$ cat src/rtl/pipeline_hazard_ctrl_pkg.sv
// Shared types and encodings for the pipeline stall/flush sequencer.
package pipe_ctrl_pkg;

    typedef enum logic [1:0] {
        BOOT   = 2'd0,
        RUN    = 2'd1,
        FREEZE = 2'd2,
        ERROR  = 2'd3
    } state_e;

    localparam logic [1:0]  WB_SRC_ALU = 2'b00;
    localparam logic [1:0]  WB_SRC_MEM = 2'b01;
    localparam logic [1:0]  WB_SRC_PC4 = 2'b10;

    // addi x0, x0, 0 -- what the FE/DE register holds after a flush
    localparam logic [31:0] NOP_INSN   = 32'h00000013;

endpackage

$ cat src/rtl/pipeline_hazard_ctrl_hazard_detect.sv
// Combinational load-use compare between the DE operands and the EX destination.
module hazard_detect
    import pipe_ctrl_pkg::*;
(
    input  logic [4:0] rs1_de_i,
    input  logic [4:0] rs2_de_i,
    input  logic       rs1_used_de_i,
    input  logic       rs2_used_de_i,
    input  logic [4:0] rd_ex_i,
    input  logic       ruwr_ex_i,
    input  logic [1:0] wbsrc_ex_i,
    input  logic       valid_ex_i,
    output logic       load_use_o
);

    logic ex_is_load;
    logic rs1_hit;
    logic rs2_hit;

    always_comb begin
        // x0 never carries a value, and a bubble in EX never blocks DE
        ex_is_load = valid_ex_i & ruwr_ex_i & (wbsrc_ex_i == WB_SRC_MEM) & (rd_ex_i != 5'd0);
        rs1_hit    = rs1_used_de_i & (rs1_de_i == rd_ex_i);
        rs2_hit    = rs2_used_de_i & (rs2_de_i == rd_ex_i);
        load_use_o = ex_is_load & (rs1_hit | rs2_hit);
    end

endmodule

$ cat src/rtl/pipeline_hazard_ctrl.sv
// Stall/flush sequencer for the 5-stage pipeline: enables, flushes, valid bits
// and saturating stall/flush performance counters.
module pipeline_hazard_ctrl
    import pipe_ctrl_pkg::*;
#(
    parameter int CNT_W      = 16,
    parameter int MAX_FREEZE = 64
) (
    input  logic             clk,
    input  logic             rst,
    input  logic [4:0]       rs1_de,
    input  logic [4:0]       rs2_de,
    input  logic             rs1_used_de,
    input  logic             rs2_used_de,
    input  logic [4:0]       rd_ex,
    input  logic             RuWr_ex,
    input  logic [1:0]       RUDataWrSrc_ex,
    input  logic             NextPCSrc,
    input  logic             dm_busy,
    output logic             pc_en,
    output logic             de_en,
    output logic             de_flush,
    output logic             ex_en,
    output logic             ex_flush,
    output logic             me_en,
    output logic             wb_en,
    output logic             valid_de,
    output logic             valid_ex,
    output logic             valid_me,
    output logic             valid_wb,
    output logic             mem_timeout,
    output logic [CNT_W-1:0] stall_cnt,
    output logic [CNT_W-1:0] flush_cnt
);

    localparam int FRZ_W = $clog2(MAX_FREEZE + 1);

    state_e           state_q, state_d;
    logic [FRZ_W-1:0] frz_q, frz_d;
    logic [CNT_W-1:0] stall_q, stall_d;
    logic [CNT_W-1:0] flush_q, flush_d;
    logic             vde_q, vex_q, vme_q, vwb_q;
    logic             load_use;

    function automatic logic [CNT_W-1:0] sat_inc(input logic [CNT_W-1:0] v);
        return (&v) ? v : v + 1'b1;
    endfunction

    hazard_detect u_hazard (
        .rs1_de_i      (rs1_de),
        .rs2_de_i      (rs2_de),
        .rs1_used_de_i (rs1_used_de),
        .rs2_used_de_i (rs2_used_de),
        .rd_ex_i       (rd_ex),
        .ruwr_ex_i     (RuWr_ex),
        .wbsrc_ex_i    (RUDataWrSrc_ex),
        .valid_ex_i    (vex_q),
        .load_use_o    (load_use)
    );

    always_comb begin
        state_d  = state_q;
        frz_d    = frz_q;
        stall_d  = stall_q;
        flush_d  = flush_q;
        pc_en    = 1'b0;
        de_en    = 1'b0;
        de_flush = 1'b0;
        ex_en    = 1'b0;
        ex_flush = 1'b0;
        me_en    = 1'b0;
        wb_en    = 1'b0;

        case (state_q)
            BOOT: state_d = RUN;
            // FREEZE with memory ready behaves exactly like RUN in that cycle
            RUN, FREEZE: begin
                if (dm_busy) begin
                    frz_d   = (state_q == RUN) ? FRZ_W'(1) : frz_q + 1'b1;
                    state_d = (frz_d >= FRZ_W'(MAX_FREEZE)) ? ERROR : FREEZE;
                end else begin
                    state_d = RUN;
                    pc_en   = 1'b1;
                    de_en   = 1'b1;
                    ex_en   = 1'b1;
                    me_en   = 1'b1;
                    wb_en   = 1'b1;
                    if (NextPCSrc) begin
                        de_flush = 1'b1;
                        ex_flush = 1'b1;
                        flush_d  = sat_inc(flush_q);
                    end else if (load_use) begin
                        pc_en    = 1'b0;
                        de_en    = 1'b0;
                        ex_flush = 1'b1;
                        stall_d  = sat_inc(stall_q);
                    end
                end
            end
            ERROR:   state_d = ERROR;
            default: state_d = BOOT;
        endcase

        if (rst) begin
            pc_en    = 1'b0;
            de_en    = 1'b0;
            de_flush = 1'b0;
            ex_en    = 1'b0;
            ex_flush = 1'b0;
            me_en    = 1'b0;
            wb_en    = 1'b0;
        end
    end

    always_ff @(posedge clk) begin
        if (rst) begin
            state_q <= BOOT;
            frz_q   <= '0;
            stall_q <= '0;
            flush_q <= '0;
            vde_q   <= 1'b0;
            vex_q   <= 1'b0;
            vme_q   <= 1'b0;
            vwb_q   <= 1'b0;
        end else begin
            state_q <= state_d;
            frz_q   <= frz_d;
            stall_q <= stall_d;
            flush_q <= flush_d;
            if (de_en) vde_q <= ~de_flush;
            if (ex_en) vex_q <= vde_q & ~ex_flush;
            if (me_en) vme_q <= vex_q;
            if (wb_en) vwb_q <= vme_q;
        end
    end

    assign valid_de    = vde_q;
    assign valid_ex    = vex_q;
    assign valid_me    = vme_q;
    assign valid_wb    = vwb_q;
    assign mem_timeout = (state_q == ERROR);
    assign stall_cnt   = stall_q;
    assign flush_cnt   = flush_q;

endmodule

$ cat config.mk
export PLATFORM = sky130hd
export DESIGN_NAME = pipeline_hazard_ctrl
export DESIGN_NICKNAME = d
export VERILOG_FILES = /design/src/rtl/pipeline_hazard_ctrl_pkg.sv /design/src/rtl/pipeline_hazard_ctrl_hazard_detect.sv /design/src/rtl/pipeline_hazard_ctrl.sv
export SDC_FILE = /design/constraint.sdc
export NUM_CORES = 1
export LEC_CHECK = 0
export CAP_MARGIN = 10
export CORE_MARGIN = 3
export CORE_UTILIZATION = 40
export CTS_BUF_LIST = sky130_fd_sc_hd__clkbuf_8
export CTS_CLUSTER_DIAMETER = 100
export CTS_CLUSTER_SIZE = 20
export DETAILED_ROUTE_END_ITERATION = 10
export MAX_ROUTING_LAYER = met4
export PLACE_DENSITY = 0.73
export SLEW_MARGIN = 30
export SYNTH_ARGS = -nofsm -noshare
export SYNTH_HDL_FRONTEND = slang
export SYNTH_SLANG_ARGS = --single-unit
$ cat constraint.sdc
create_clock -name clk -period 1.85 [get_ports clk]
set_input_delay 0.37 -clock clk [delete_from_list [all_inputs] [get_ports clk]]
set_output_delay 0.37 -clock clk [all_outputs]
set_load 0.02 [all_outputs]
* Word-level counts from Yosys, hierarchy flattened
Cells that the tools add are included.
** Storage, ports and cells
- Output and inout bits :: 44
- Logic and storage cells :: 61
- Bits in registers :: 45
** Operators by class
- Add/sub/neg operators :: 3
- Eq/ne operators :: 6
- Bitwise logic cells :: 14
- Order comparisons :: 1
- Reductions and logical operators :: 8
- Muxes and demuxes :: 21
** Operators by type and width (number)
- $add 16x1->16 const B :: 2
- $reduce_and 16->1 :: 2
- $mux 1 :: 18
- $eq 5x5->1 :: 2
- $add 7x1->7 const B :: 1
- $and 1x1->1 :: 7
- $ge 7x7->1 const B :: 1
- $mux 7 :: 1
- $not 1->1 :: 6
- $pmux 2 s3 :: 1
- $reduce_and 5->1 :: 1
- $reduce_bool 5->1 :: 1
- $eq 2x1->1 const B :: 2
- $eq 2x2->1 const B :: 2
- $reduce_and 4->1 :: 1
- $logic_not 2->1 :: 1
- $mux 2 :: 1
- $reduce_and 2->1 :: 1
- $reduce_or 2->1 :: 1
- $or 1x1->1 :: 1

* Depth between registers and ports, before layout
- Depth after elaboration :: 11
- Mapped depth :: 9

* Cells and area by module
A second synthesis with hierarchy kept.
** Unflattened totals
- Cells, all modules :: 311
- Area, all modules :: 2595.0 µm²
** Modules (own cells, without submodules)
- pipeline_hazard_ctrl :: seq. area each 900.9 µm², area each 2452.4 µm², instances 1, cells an instance 293
- hazard_detect :: seq. area each 0.0 µm², area each 142.6 µm², instances 1, cells an instance 18

* Least setup slack after synthesis
Ideal clock, no wire load.
- Path kind :: register to output
- From :: reg state_q[0]
- To :: out ex_flush
- Data required time :: 1480 ps
- Arrival time :: 1844 ps
- Stages on the path, launching flop included :: 6
- Path slack :: -364 ps
- Path through :: dfxtp_1 > inv_1 > ha_1 > nand2b_1 > nor2_1 > a21boi_0
** On the way
- Longest elaborated chain between the ends :: 4
** Ends and longest elaborated chain
- start, declared :: line pipeline_hazard_ctrl.sv:38 : state_e state_q, state_d;
- start signal, assigned :: line pipeline_hazard_ctrl.sv:126 : state_q <= state_d;
- $eq 2x1->1 or $eq 2x2->1 (tied branches) :: line pipeline_hazard_ctrl.sv:74 : case (state_q)
- $reduce_or 2->1 * :: line pipeline_hazard_ctrl.sv:74
- $mux 1 * :: line pipeline_hazard_ctrl.sv:74
- $mux 1 * :: line pipeline_hazard_ctrl.sv:104 : if (rst) begin
- end, declared :: line pipeline_hazard_ctrl.sv:24 : output logic ex_flush,
Mark *: on every way between the ends. The rest lies on a longest branch, timed or not.

* Worst setup path in the final report
- From :: reg state_q[0]
- To :: reg stall_q[3] (netlist: stall_cnt[3])
** On the way
- Longest elaborated chain between the ends :: 3
** Ends and longest elaborated chain
- $eq 2x1->1 or $eq 2x2->1 (tied branches) :: line pipeline_hazard_ctrl.sv:74
- $reduce_or 2->1 * :: line pipeline_hazard_ctrl.sv:74
- $reduce_and 5->1 (no line) *
- end signal, assigned :: line pipeline_hazard_ctrl.sv:128 : stall_q <= stall_d;
- end, declared :: line pipeline_hazard_ctrl.sv:40 : logic [CNT_W-1:0] stall_q, stall_d;
Marked as above.
A chain may end at the register's enable or synchronous reset.

==> impl_metrics.tcl <==
set metrics [dict create \
    status "finished, violations left" \
    failed_checks "negative setup slack" \
    synthSimpleGateAreaFrac_pct 28.9 \
    syn_inst 270 \
    fin_ws_ns -0.105 \
    ys_top_cells_by_count "45 x dfxtp_1, 35 x nor2_1, 26 x nand2_1" \
    crit_path_max_fanout 6 \
    synth_compound_area_share_pct 11.0 \
    drc 0 \
    synthAdderAreaFrac_pct 3.29 \
    finalNonFillerCells 464 \
    min_from "valid_wb$_SDFFE_PP0P_" \
    avgSynthCellArea_sq_um 8.46 \
    reg2reg_depth 9 \
    cp-end-kind "flip-flop" \
    tns_ns -0.946 \
    cts_sinks 45 \
    vias 2405 \
    cts_buffer_depth 2 \
    drive_above_1_share_pct 35.5 \
    r2r_end "stall_cnt[3]$_SDFFE_PP0P_" \
    fin_skew_ns 0.00470 \
    cts_made_buffers 5 \
    initial_core_util_pct 43.1 \
    setup_violations 20 \
    htreeDepth 2 \
    syn_area_sq_um 2280 \
    antenna_found_initial 0 \
    pin_count 68 \
    clk_latency_ns 0.29 \
    cts_root_buf "clkbuf_8" \
    min_period_over_period_pct 106 \
    clock.fmax_mhz 511 \
    wire_per_inst_um 14.3 \
    grt_pass1_wl_um 10600 \
    yosys-top-cells-area "dfxtp_1 39%, xor2_1 8.8%, nor2_1 5.8%" \
    hold_path_end "valid_wb$_SDFFE_PP0P_" \
    max-vdd-ir-drop_mv 0.355 \
    worstPathRequired_ns 2.09 \
    grt_max_degree 36 \
    reg2reg_from "state_q[0]$_SDFF_PP0_" \
    path_class "flip-flop to flip-flop" \
    fin_area_sq_um 3750 \
    worst-r2r-setup-slack_ns -0.11 \
    hold_viol 0 \
    yosys.area.top_type_share_pct 39.4 \
    critPathLaunchType "flip-flop" \
    synth_edf_count 0 \
    slew_headroom_pct 69.9 \
    grt_overflow_total 0 \
    ys.flop_type "dfxtp_1" \
    synth_fp_nets 300 \
    die_y_um 81.6 \
    gr-usage-all-layers_pct 20.8 \
    wl_um 6620 \
    fp.dieW_um 81.6 \
    port_buffers 67 \
    fp-row-count 26 \
    synth.most_common_cell "dfxtp_1" \
    final_antenna_net_count 0 \
    antenna_cells 0 \
    dr.first_iter.drc_count 94 \
    muxShareOfSynthArea_pct 0.876 \
    max-cap-violations 0 \
    hp-class "flip-flop to flip-flop" \
    whs_ns 0.475 \
    hpwl_um 4700 \
    ys_seq_elements 45 \
    nNetsFinal 423 \
    synth_xor_area_share_pct 13.4 \
    leakagePower_uw 0.00152 \
    yosysTopAreaCell "dfxtp_1" \
    post-place-ws_ns -0.775 \
    synth-warning-count 0 \
    cts_tree "yes" \
    cts.clk_slew.worst_paths_ns 0.08 \
    dpl.cell_count 441 \
    synthArstFlopShare_pct 0 \
    synth_top_family_by_area "simple AND/OR/NAND/NOR gates" \
    yosysSeqAreaShare_pct 39.4 \
    fin_crit_ns 1.96 \
    grt_pass1_vias 2358 \
    rsz0062_at_grt "yes" \
    vias_per_cell 5.18 \
    placed_cell_area_sq_um 3380 \
    design.core.area_sq_um 5300 \
    gp_congestion 0.844 \
    die-area_sq_um 6650 \
    dr.pass1.iters 4 \
    drv_slew 0 \
    p_per_area_nw_per_um2 501 \
    syn2layout_area_growth_pct 64.3 \
    synth.distinct_cells 38 \
    arrival_ns 2.20 \
    holdPathStages 2 \
    worst_pin_slew_ns 0.451 \
]
## worst max-delay path: stages (launching register included)
cell and delay [ns]:
dfxtp_2 0.34, inv_2 0.04, ha_4 0.28, buf_6 0.10, nor2b_4 0.17, o2111a_2 0.27
nand2_4 0.09, buf_12 0.13, or4_1 0.40, nand2_1 0.08
## metal layers
metal  part of all wire (%)  wire [um]  global-route usage [%]
met4                   0.97         64                    4.98
met3                    4.5        297                    4.06
met1                     42       2770                    25.5
met2                     53       3480                    35.4
met5                      0          0                       -
## metrics by stage
stage                     util (%)  power (uW)
after detailed placement      63.7        1280
after global routing          70.8        1970
after global placement        63.7        1270
final                         70.8        1880
after floorplan                  -        1140
after CTS                     66.8        1860
## cell families (layout without fill, tap and decap cells)
logic type                 Yosys count  count (layout)
adders and majority gates            6               6
muxes                                2               2
AOI/OAI and AO/OA                   37              37
and+or+nand+nor                    131             131
buffers and inverters               14             138
xor gates and xnor gates            35              35
DFF                                 45              45
## power breakdown
part | internal [uW] | switching [uW] | total, uW
sequential | 978 | 8.72 | 987
clock | 257 | 323 | 579
combinational | 167 | 147 | 314
total | 1400 | 479 | 1880
## worst max path at each step
stage / startpoint / to / cells past startpoint / slack, ns
3_3_place_gp: rd_ex[1] / ex_flush / 7 / -0.74
2_1_floorplan: stall_cnt[0]$_SDFFE_PP0P_ / stall_cnt[14]$_SDFFE_PP0P_ / 8 / 0.0002
5_1_grt: state_q[0]$_SDFF_PP0_ / stall_cnt[13]$_SDFFE_PP0P_ / 10 / -0.17
4_1_cts: state_q[0]$_SDFF_PP0_ / stall_cnt[15]$_SDFFE_PP0P_ / 9 / -0.09
3_5_place_dp: rd_ex[1] / ex_flush / 7 / -0.77
6_report: state_q[0]$_SDFF_PP0_ / stall_cnt[3]$_SDFFE_PP0P_ / 9 / -0.11
## placed cells by master, fill, tap and decap left out, types with 5 or more instances in the layout
master	netlist	layout
ha_1	6	5
a21oi_1	16	9
nand4_1	14	14
xnor2_1	12	5
buf_6	1	16
buf_2	1	11
nor2_1	35	34
nand3_2	0	5
clkdlybuf4s50_1	0	39
clkbuf_8	0	5
o21ai_0	7	6
xnor2_2	0	7
and3_1	7	7
nand2_2	1	5
nand2_1	26	19
dfxtp_1	45	41
buf_4	3	51
a21oi_2	1	8
dlygate4sd2_1	0	7
xor2_1	23	23
nand3_1	18	12
## cell type report
cell class | count | area, sq um
multi-input cells | 211 | 1550
repair buffers | 127 | 1110
well taps | 70 | 87.6
inverters | 3 | 11.3
fillers | 415 | 1550
flip-flops and latches | 45 | 906
clock inverters | 3 | 15.0
clock buffers | 5 | 68.8
## registers in the layout, summed over array words and instances (netlist names)
signal,cells
valid_wb,1
valid_ex,1
valid_me,1
flush_cnt,16
stall_cnt,16
frz_q,7
state_q,2
valid_de,1
## timing repair
| action | 4_1_cts | 5_1_grt |
|---|---|---|
| hold buffers | 0 | 0 |
| pin swaps | 37 | 29 |
| setup endpoints to repair | 28 | 35 |
| resized for setup | 116 | 38 |
| endpoints found under the hold margin | 0 | 0 |
| setup buffers | 10 | 6 |
(Power assumes the default switching activity.)
